File: src/rtl/ttt_game_ctrl_if.sv
// Keypad-to-sequencer bundle: raw key code in, board/game status out to the display blocks.
interface ttt_game_ctrl_if;
    logic [3:0]  key_data;
    logic        is_main;
    logic        is_turn_o;
    logic [17:0] board;
    logic [1:0]  result;
    logic [3:0]  move_count;
    logic        illegal;

    modport master (
        output key_data,
        input  is_main, is_turn_o, board, result, move_count, illegal
    );

    modport slave (
        input  key_data,
        output is_main, is_turn_o, board, result, move_count, illegal
    );
endinterface

File: src/rtl/ttt_game_ctrl.sv
// Tic-tac-toe sequencer: keypad debouncer plus MAIN/PLAY/CHECK/RESULT game FSM.
// state    | meaning
// S_MAIN   | idle main screen, board cleared, waiting for start
// S_PLAY   | waiting for a cell key from the player to move
// S_CHECK  | one cycle: evaluate lines for the mover, draw on 9th move
// S_RESULT | game over, board/result held until start
module ttt_game_ctrl #(
    parameter int unsigned DEB_CNT   = 16,
    parameter logic [3:0]  KEY_START = 4'd10,
    parameter logic [3:0]  KEY_ABORT = 4'd11
) (
    input  logic            clk,
    input  logic            rst_n,
    ttt_game_ctrl_if.slave  bus
);

    localparam logic [15:0] CNT_MAX = 16'(DEB_CNT - 1);

    typedef enum logic [1:0] {S_MAIN, S_PLAY, S_CHECK, S_RESULT} st_t;

    logic [3:0]  key_q;
    logic [15:0] cnt;
    logic [3:0]  key_st;
    logic        key_evt;
    logic [3:0]  key_code;

    st_t         st, st_nx;
    logic [17:0] board_r, board_nx;
    logic        turn_r, turn_nx;
    logic [3:0]  mc_r, mc_nx;
    logic [1:0]  res_r, res_nx;
    logic        ill_r, ill_nx;

    logic [8:0]  x_cells, o_cells, mover_cells;
    logic [4:0]  x_bit, o_bit, set_bit;
    logic        cell_key;

    // Events fire only on release-to-press of the stable code.
    always_ff @(posedge clk or negedge rst_n) begin
        if (!rst_n) begin
            key_q    <= 4'd0;
            cnt      <= 16'd0;
            key_st   <= 4'd0;
            key_evt  <= 1'b0;
            key_code <= 4'd0;
        end else begin
            key_q   <= bus.key_data;
            key_evt <= 1'b0;
            if (bus.key_data != key_q)
                cnt <= 16'd0;
            else if (cnt != CNT_MAX)
                cnt <= cnt + 16'd1;
            if (cnt == CNT_MAX) begin
                key_st <= key_q;
                if (key_st == 4'd0 && key_q != 4'd0) begin
                    key_evt  <= 1'b1;
                    key_code <= key_q;
                end
            end
        end
    end

    for (genvar g = 0; g < 9; g++) begin : g_cells
        assign x_cells[g] = board_r[16 - 2*g];
        assign o_cells[g] = board_r[17 - 2*g];
    end

    function automatic logic has_line(input logic [8:0] c);
        return (&c[2:0]) | (&c[5:3]) | (&c[8:6]) |
               (c[0] & c[3] & c[6]) | (c[1] & c[4] & c[7]) | (c[2] & c[5] & c[8]) |
               (c[0] & c[4] & c[8]) | (c[2] & c[4] & c[6]);
    endfunction

    assign x_bit       = 5'd18 - {key_code, 1'b0};
    assign o_bit       = x_bit + 5'd1;
    assign set_bit     = turn_r ? o_bit : x_bit;
    assign cell_key    = (key_code >= 4'd1) && (key_code <= 4'd9);
    assign mover_cells = turn_r ? o_cells : x_cells;

    always_ff @(posedge clk or negedge rst_n) begin
        if (!rst_n) begin
            st      <= S_MAIN;
            board_r <= 18'd0;
            turn_r  <= 1'b0;
            mc_r    <= 4'd0;
            res_r   <= 2'b00;
            ill_r   <= 1'b0;
        end else begin
            st      <= st_nx;
            board_r <= board_nx;
            turn_r  <= turn_nx;
            mc_r    <= mc_nx;
            res_r   <= res_nx;
            ill_r   <= ill_nx;
        end
    end

    always_comb begin
        st_nx    = st;
        board_nx = board_r;
        turn_nx  = turn_r;
        mc_nx    = mc_r;
        res_nx   = res_r;
        ill_nx   = 1'b0;
        if (key_evt && key_code == KEY_ABORT) begin
            st_nx    = S_MAIN;
            board_nx = 18'd0;
            turn_nx  = 1'b0;
            mc_nx    = 4'd0;
            res_nx   = 2'b00;
        end else begin
            case (st)
                S_MAIN: begin
                    board_nx = 18'd0;
                    turn_nx  = 1'b0;
                    mc_nx    = 4'd0;
                    res_nx   = 2'b00;
                    if (key_evt && key_code == KEY_START)
                        st_nx = S_PLAY;
                end
                S_PLAY: begin
                    if (key_evt && cell_key) begin
                        if (board_r[x_bit] | board_r[o_bit]) begin
                            ill_nx = 1'b1;
                        end else begin
                            board_nx[set_bit] = 1'b1;
                            mc_nx             = mc_r + 4'd1;
                            st_nx             = S_CHECK;
                        end
                    end
                end
                S_CHECK: begin
                    // A completed line wins even on the ninth move.
                    if (has_line(mover_cells)) begin
                        res_nx = turn_r ? 2'b10 : 2'b01;
                        st_nx  = S_RESULT;
                    end else if (mc_r == 4'd9) begin
                        res_nx = 2'b11;
                        st_nx  = S_RESULT;
                    end else begin
                        turn_nx = ~turn_r;
                        st_nx   = S_PLAY;
                    end
                end
                S_RESULT: begin
                    if (key_evt && key_code == KEY_START) begin
                        st_nx    = S_MAIN;
                        board_nx = 18'd0;
                        turn_nx  = 1'b0;
                        mc_nx    = 4'd0;
                        res_nx   = 2'b00;
                    end
                end
                default: st_nx = S_MAIN;
            endcase
        end
    end

    assign bus.is_main    = (st == S_MAIN);
    assign bus.is_turn_o  = turn_r;
    assign bus.board      = board_r;
    assign bus.result     = res_r;
    assign bus.move_count = mc_r;
    assign bus.illegal    = ill_r;

endmodule

File: src/flat_wrapper.sv
// flat-port wrapper written by rule: the top's interface ports become plain ports
module ttt_game_ctrl_flat 
#(
    parameter int unsigned DEB_CNT   = 16,
    parameter logic [3:0]  KEY_START = 4'd10,
    parameter logic [3:0]  KEY_ABORT = 4'd11
)
  (clk, rst_n, bus_key_data, bus_is_main, bus_is_turn_o, bus_board, bus_result, bus_move_count, bus_illegal);
  ttt_game_ctrl_if bus_i ();
  input  logic clk;
  input  logic rst_n;
  input wire logic [$bits(bus_i.key_data)-1:0] bus_key_data;
  output wire logic [$bits(bus_i.is_main)-1:0] bus_is_main;
  output wire logic [$bits(bus_i.is_turn_o)-1:0] bus_is_turn_o;
  output wire logic [$bits(bus_i.board)-1:0] bus_board;
  output wire logic [$bits(bus_i.result)-1:0] bus_result;
  output wire logic [$bits(bus_i.move_count)-1:0] bus_move_count;
  output wire logic [$bits(bus_i.illegal)-1:0] bus_illegal;
  assign bus_i.key_data = bus_key_data;
  assign bus_is_main = bus_i.is_main;
  assign bus_is_turn_o = bus_i.is_turn_o;
  assign bus_board = bus_i.board;
  assign bus_result = bus_i.result;
  assign bus_move_count = bus_i.move_count;
  assign bus_illegal = bus_i.illegal;
  ttt_game_ctrl #(.DEB_CNT(DEB_CNT), .KEY_START(KEY_START), .KEY_ABORT(KEY_ABORT)) u_core (.clk(clk), .rst_n(rst_n), .bus(bus_i));
endmodule
File: config.mk
export PLATFORM = sky130hd
export DESIGN_NAME = ttt_game_ctrl_flat
export DESIGN_NICKNAME = d
export VERILOG_FILES = /design/src/rtl/ttt_game_ctrl_if.sv /design/src/rtl/ttt_game_ctrl.sv /design/src/flat_wrapper.sv
export SDC_FILE = /design/constraint.sdc
export NUM_CORES = 1
export LEC_CHECK = 0
export ABC_AREA = 1
export CORE_MARGIN = 1.5
export CORE_UTILIZATION = 52
export CTS_CLUSTER_DIAMETER = 60
export DETAILED_ROUTE_END_ITERATION = 10
export PLACE_DENSITY = 0.73
export SLEW_MARGIN = 40
export SYNTH_ARGS = -nofsm -noshare
export SYNTH_HDL_FRONTEND = slang
export SYNTH_SLANG_ARGS = --single-unit
File: constraint.sdc
create_clock -name clk -period 1.9 [get_ports clk]
set_input_delay 0.285 -clock clk [delete_from_list [all_inputs] [get_ports clk]]
set_output_delay 0.285 -clock clk [all_outputs]
set_load 0.02 [all_outputs]
---- Word level (Yosys, flattened, before mapping) ----
Cells that the tools add are included.
cells by class
  add/sub/neg operators ................... 4
  order comparisons ....................... 6
  equality and inequality tests ........... 16
  mux-type cells .......................... 44
  bitwise gates (word level) .............. 20
  reductions and logical operators ........ 20
operators by type and width
  cell                     count
  $mux W18                 4
  $pmux W18 S3             1
  $mux W16                 2
  $mux W2                  11
  $lt A5 B6 Y1 const B     3
  $or A18 B18 Y18          1
  $add A16 B1 Y16 const B  1
  $eq A16 B4 Y1 const B    1
  $mux W4                  4
  $ne A16 B4 Y1 const B    1
  $mux W1                  13
  $eq A4 B4 Y1 const B     3
  $pmux W4 S3              1
  $reduce_and A3 Y1        4
  $reduce_and A4 Y1        3
  $reduce_bool A4 Y1       3
  $and A1 B1 Y1            10
  $bmux W1 S5              2
  $mux W9                  1
  $ne A3 B1 Y1 const B     3
  $ne A3 B2 Y1 const B     3
  $or A1 B1 Y1             8
  $pmux W2 S4              1
  $logic_and A1 B1 Y1      6
  19 further kinds         20
word-level totals
  flip-flop bits (word level) ............. 57
  bits of input ports ..................... 6
  output and inout port bits .............. 27
  logic and storage cells ................. 121

---- Logic depth before layout (Yosys ltp) ----
  depth after elaboration ................. 12
  mapped depth ............................ 14
  gate-level depth less buffers ........... 13

---- Worst setup path before layout ----
OpenSTA, ideal clock, no wires.
  kind .................................... register to register
  start ................................... reg u_core.key_code[1]
  end ..................................... reg u_core.board_r[1], in the netlist u_core.bus.board[1]
  library setup time ...................... 123 ps
  data arrival time ....................... 1717 ps
  data required time ...................... 1777 ps
  path slack .............................. 60 ps
  stages on the path, launching flop included .. 13
  path buffers ............................ 2
  period minus slack after synthesis ...... 1840 ps
  cell sequence ........................... dfrtp_1 > buf_4 > inv_2 > ha_1 > xor2_1 > nor2_1 > nand2_1 > nand3_2 > nand2_4 > nand3_4 > buf_6 > nand2_1 > o21ai_2
on the way
  word-level cells in the longest chain between the ends .. 12
  elaborated cells between the ends (all ways) .. 31
  those cells by class .................... 2 x add/sub; 4 x order compare; 5 x eq/ne; 11 x mux; 2 x bitwise; 7 x reduce/logical
ends and longest elaborated chain
  what                                                                RTL line              RTL
  start, declared                                                     ttt_game_ctrl.sv:25   logic [3:0] key_code;
  start signal, assigned                                              ttt_game_ctrl.sv:57   key_code <= key_q;
  $sub A5 B5 Y5                                                       ttt_game_ctrl.sv:74   assign x_bit = 5'd18 - {key_code, 1'b0};
  $add A5 B1 Y5                                                       ttt_game_ctrl.sv:75   assign o_bit = x_bit + 5'd1;
  $mux W5                                                             ttt_game_ctrl.sv:76   assign set_bit = turn_r ? o_bit : x_bit;
  $lt A5 B6 Y1 (not written as such) or $ge A5 B1 Y1 (tied branches)  ttt_game_ctrl.sv:126  board_nx[set_bit] = 1'b1;
  $logic_and A1 B1 Y1 (not written as such)                           ttt_game_ctrl.sv:126
  $mux W1 (not written as such)                                       ttt_game_ctrl.sv:126
  $demux W1 S5                                                        -
  $or A18 B18 Y18 (no line)                                           -
  $mux W18                                                            ttt_game_ctrl.sv:123  if (board_r[x_bit] | board_r[o_bit]) begin
  $mux W18                                                            ttt_game_ctrl.sv:122  if (key_evt && cell_key) begin
  $pmux W18 S3                                                        ttt_game_ctrl.sv:112  case (st)
  $mux W18                                                            ttt_game_ctrl.sv:105  if (key_evt && key_code == KEY_ABORT) begin
  end signal, assigned                                                ttt_game_ctrl.sv:90   board_r <= board_nx;
  end, declared                                                       ttt_game_ctrl.sv:28   logic [17:0] board_r, board_nx;
Several ways; a longest one is shown, not always the timed one. The select of a mux whose other input is x is not followed.
A chain may end at the register's enable or synchronous reset.

---- Worst setup path after layout ----
  start ................................... reg u_core.turn_r, in the netlist u_core.bus.is_turn_o
  end ..................................... out bus_is_turn_o
RTL lines
  what                    RTL line             RTL
  start, declared         ttt_game_ctrl.sv:29  logic turn_r, turn_nx;
  start signal, assigned  ttt_game_ctrl.sv:91  turn_r <= turn_nx;
  end, declared           flat_wrapper.sv:14   output wire logic [$bits(bus_i.is_turn_o)-1:0] bus_is_turn_o;
No word-level cell between the ends.

==> metrics.md <==
| Metric | Value |
|---|---|
| Total track usage | 0.2277 |
| Clock buffer depth | 2 |
| Fmax | 543.9 MHz |
| Multi-input logic area | 1688 um2 |
| Io pins | 33 |
| Synthesis-to-finish area growth | 21.99% |
| Number of synthesized flops with an enable pin | 0 |
| FF+latch count, synth | 57 |
| Post-DP HPWL | 5346 um |
| Pins Over Slew Limit | 0 |
| DRC errors left | 0 |
| Mapped Cells | between 400 and 500 |
| Root Buffer | clkbuf_8 |
| CP Data Arrival Time | 1550 ps |
| Most frequent cells in the layout | nand2_1 (125), nor2_1 (63), dfrtp_1 (57), inv_1 (33), clkdlybuf4s50_1 (30) |
| First-pass GRT wire length | 12,800 um |
| Die height | slightly above 80 um |
| FP Rows | 28 |
| Die width | 83 um |
| Clock power share | 0.476 |
| Worst-path clk slew | around 70 ps |
| Final Setup Violations | 0 |
| Iter 0 DRT Violations | around 230 |
| VDD IR max | slightly below 0.6 mV |
| Post-synthesis cell area | ~3300 um2 |
| Port bufs | 32 |
| Min-delay worst type | in2reg |
| Vias in the first global route | about 2,900 |
| Final hold vios | 0 |
| CORE AREA | roughly 6100 um2 |
| Sequential share of the synthesized area | 0.4286 |
| Finished Layout Cells | approximately 570 |
| RSZ-0062 raised after global routing | yes |
| Hold slack | ~420 ps |
| Worst-margin pin slew | 510.9 ps |
| Leading register cell type out of synthesis | dfrtp_1 |
| Inst Count DP | between 500 and 600 |
| Dominant cells by area after synthesis | dfrtp_1 (43%), nand2_1 (14%), nor2_1 (7.1%), o21ai_2 (5.8%), inv_1 (3.8%) |
| Library cells used by synthesis | 33 |
| Layout cells sized above 1 | 0.1670 |
| Post-route worst setup slack | approximately 61 ps |
| Synth Net Count | 447 |
| Critical path class | reg2out |
| Setup crit start kind | register |
| Clk_lat worst skew | between 300 and 400 ps |
| Routed vias | around 3,100 |
| Final #Nets | slightly below 500 |
| Minimum clock period | ~1800 ps |
| Final WL | ~7500 um |
| Syn_area_per_cell | between 7 and 8 um2 |
| CTS Buf Count | 9 |
| P per Cell Area | a little over 600 nW/um2 |
| Inserted Diodes | 0 |
| Sinks on Clock Net | between 50 and 60 |
| Pre-CTS setup slack | 104.3 ps |
| Min-Delay Startpoint | bus_key_data[3] |
| CTS tree | done |
| P_int | approximately 1.9 mW |
| Fillers | approximately 530 |
| Critical path capture point type | output port |
| Sw Pwr | 0.5734 mW |
| Ys Warns | 0 |
| Critical Path RT | between 1500 and 2000 ps |
| Logic pwr share | 0.025 |
| Sequential Power Share | 0.499 |
| Routed Antenna Nets | 0 |
| Maxcap violations | 0 |
| Fin crit share | 0.9677 |
| Worst R2R Start | u_core.key_code[2]$_DFFE_PN0P_ |
| Slew headroom | 0.6594 |
| Final design utilization | 0.6699 |
| CP startpoint | u_core.bus.is_turn_o$_DFFE_PN0P_ |
| Asr flop ratio synth | 1.000 |
| H-tree Lvls | 3 |
| Antenna violations before repair | 0 |
| GRT Residual Overflow | 0 |
| Largest net degree at the start of global routing | between 40 and 50 |
| CP Max Fanout | 15 |
| Iteration count of the initial detailed-routing pass | 6 |
| Status | finished, final reports clean |
| Synth area leader | dfrtp_1 |
| Routability cong. | ~0.93 |
| Setup TNS | 0 ps |
| Routed length per placed instance | 13.28 um |
| Sequential cell area | 1426 um2 |
| Net Sw Frac | 0.2336 |
| Die area | slightly below 7000 um2 |
| Vias per std cell | 5.481 |
| Commonest non-fill, non-tap cell in the layout | nand2_1 |
| Pleak | approximately 1.9 nW |
| Yosys top cell area share | 0.4286 |
| Clock skew | around 10 ps |
| Initial core utilization | 0.5491 |
==> power by group through the flow <==
stage / logic [mW] / registers [mW] / clock network (mW)
global route: 0.0726 / 1.22 / 1.25
floorplan: 0.0178 / 1.25 / 0
detailed placement: 0.0630 / 1.25 / 0
global placement: 0.0617 / 1.25 / 0
CTS: 0.0645 / 1.22 / 1.18
finish: 0.0619 / 1.22 / 1.17
==> critical path, stage by stage (launching register included) <==
cell and delay [ps]:
dfrtp_1 370, buf_4 220, clkdlybuf4s50_1 620
==> path summary, 6_finish.rpt <==
check	cells after the start	to	slack [ps]
max in group asynchronous	3	u_core.bus.is_turn_o$_DFFE_PN0P_	790
worst max register to register	11	u_core.bus.board[16]$_DFFE_PN0P_	80
min in group asynchronous	2	u_core.bus.board[13]$_DFFE_PN0P_	460
worst min-delay path	1	u_core.key_q[3]$_DFF_PN0_	420
worst min register to register	2	u_core.bus.result[1]$_DFFE_PN0P_	480
worst max-delay path	2	bus_is_turn_o	60
==> logic make-up (layout without fill, tap and decap cells) <==
kind of cell	count (synthesis)	after routing	synth area share
AOI/OAI and AO/OA	72	72	0.1481
xor gates and xnor gates	7	7	0.01842
buffers and inverters	51	105	0.07142
DFF	57	57	0.4286
adders and majority gates	4	4	0.01504
and+or+nand+nor	246	246	0.3184
==> registers in the layout, summed over array words and instances, names as in the netlist <==
name	cells
u_core.cnt	16
u_core.st	2
u_core.bus.illegal	1
u_core.key_evt	1
u_core.key_code	4
u_core.key_st	4
u_core.bus.move_count	4
u_core.bus.is_turn_o	1
u_core.key_q	4
u_core.bus.board	18
u_core.bus.result	2
==> synth_stat cells (2+ instances only) <==
cell        n
nor3_1      8
nand3_1    21
inv_2       4
buf_6       5
o21ai_0    22
nor2_1     63
o21ai_2    22
ha_1        4
o211ai_1   17
nor2_2      2
inv_1      34
dfrtp_1    57
buf_4       2
xor2_1      7
nand2_2     4
clkbuf_1    5
nor4_1      7
or2_2       3
nand2_1   127
nand4_1     4
a21oi_1     6
a31oi_1     2
==> cell type report <==
class / count / share of cell area
sequential: 57 / 0.3513
inverter: 38 / 0.03513
timing repair buffer: 51 / 0.1242
clock buffer: 10 / 0.03390
multi-input combinational: 329 / 0.4157
tap: 75 / 0.02311
clock inverter: 6 / 0.01664
==> per-stage QoR <==
step,total power [mW],cell area (um2)
2_1_floorplan,1.264,3328
3_3_place_gp,1.308,3775
3_5_place_dp,1.310,3775
4_1_cts,2.473,3990
5_1_grt,2.543,4060
6_report,2.455,4060
==> layer usage <==
metal	track usage	vias to the layer above	routed length, um	share of wire
met3	0.04871	12	395	0.053
li1	-	1533	-	-
met2	0.3718	101	3630	0.48
met4	0.08788	0	130	0.017
met1	0.2964	1456	3358	0.45
met5	0	-	0	0
==> what timing repair did <==
item                       in CTS  in global routing
setup buffers                   0                  0
resized for setup               0                  9
hold endpoints to repair       21                  0
hold buffers                    1                  0
setup endpoints to repair       0                 29
Power figures use the tool's default switching activity.
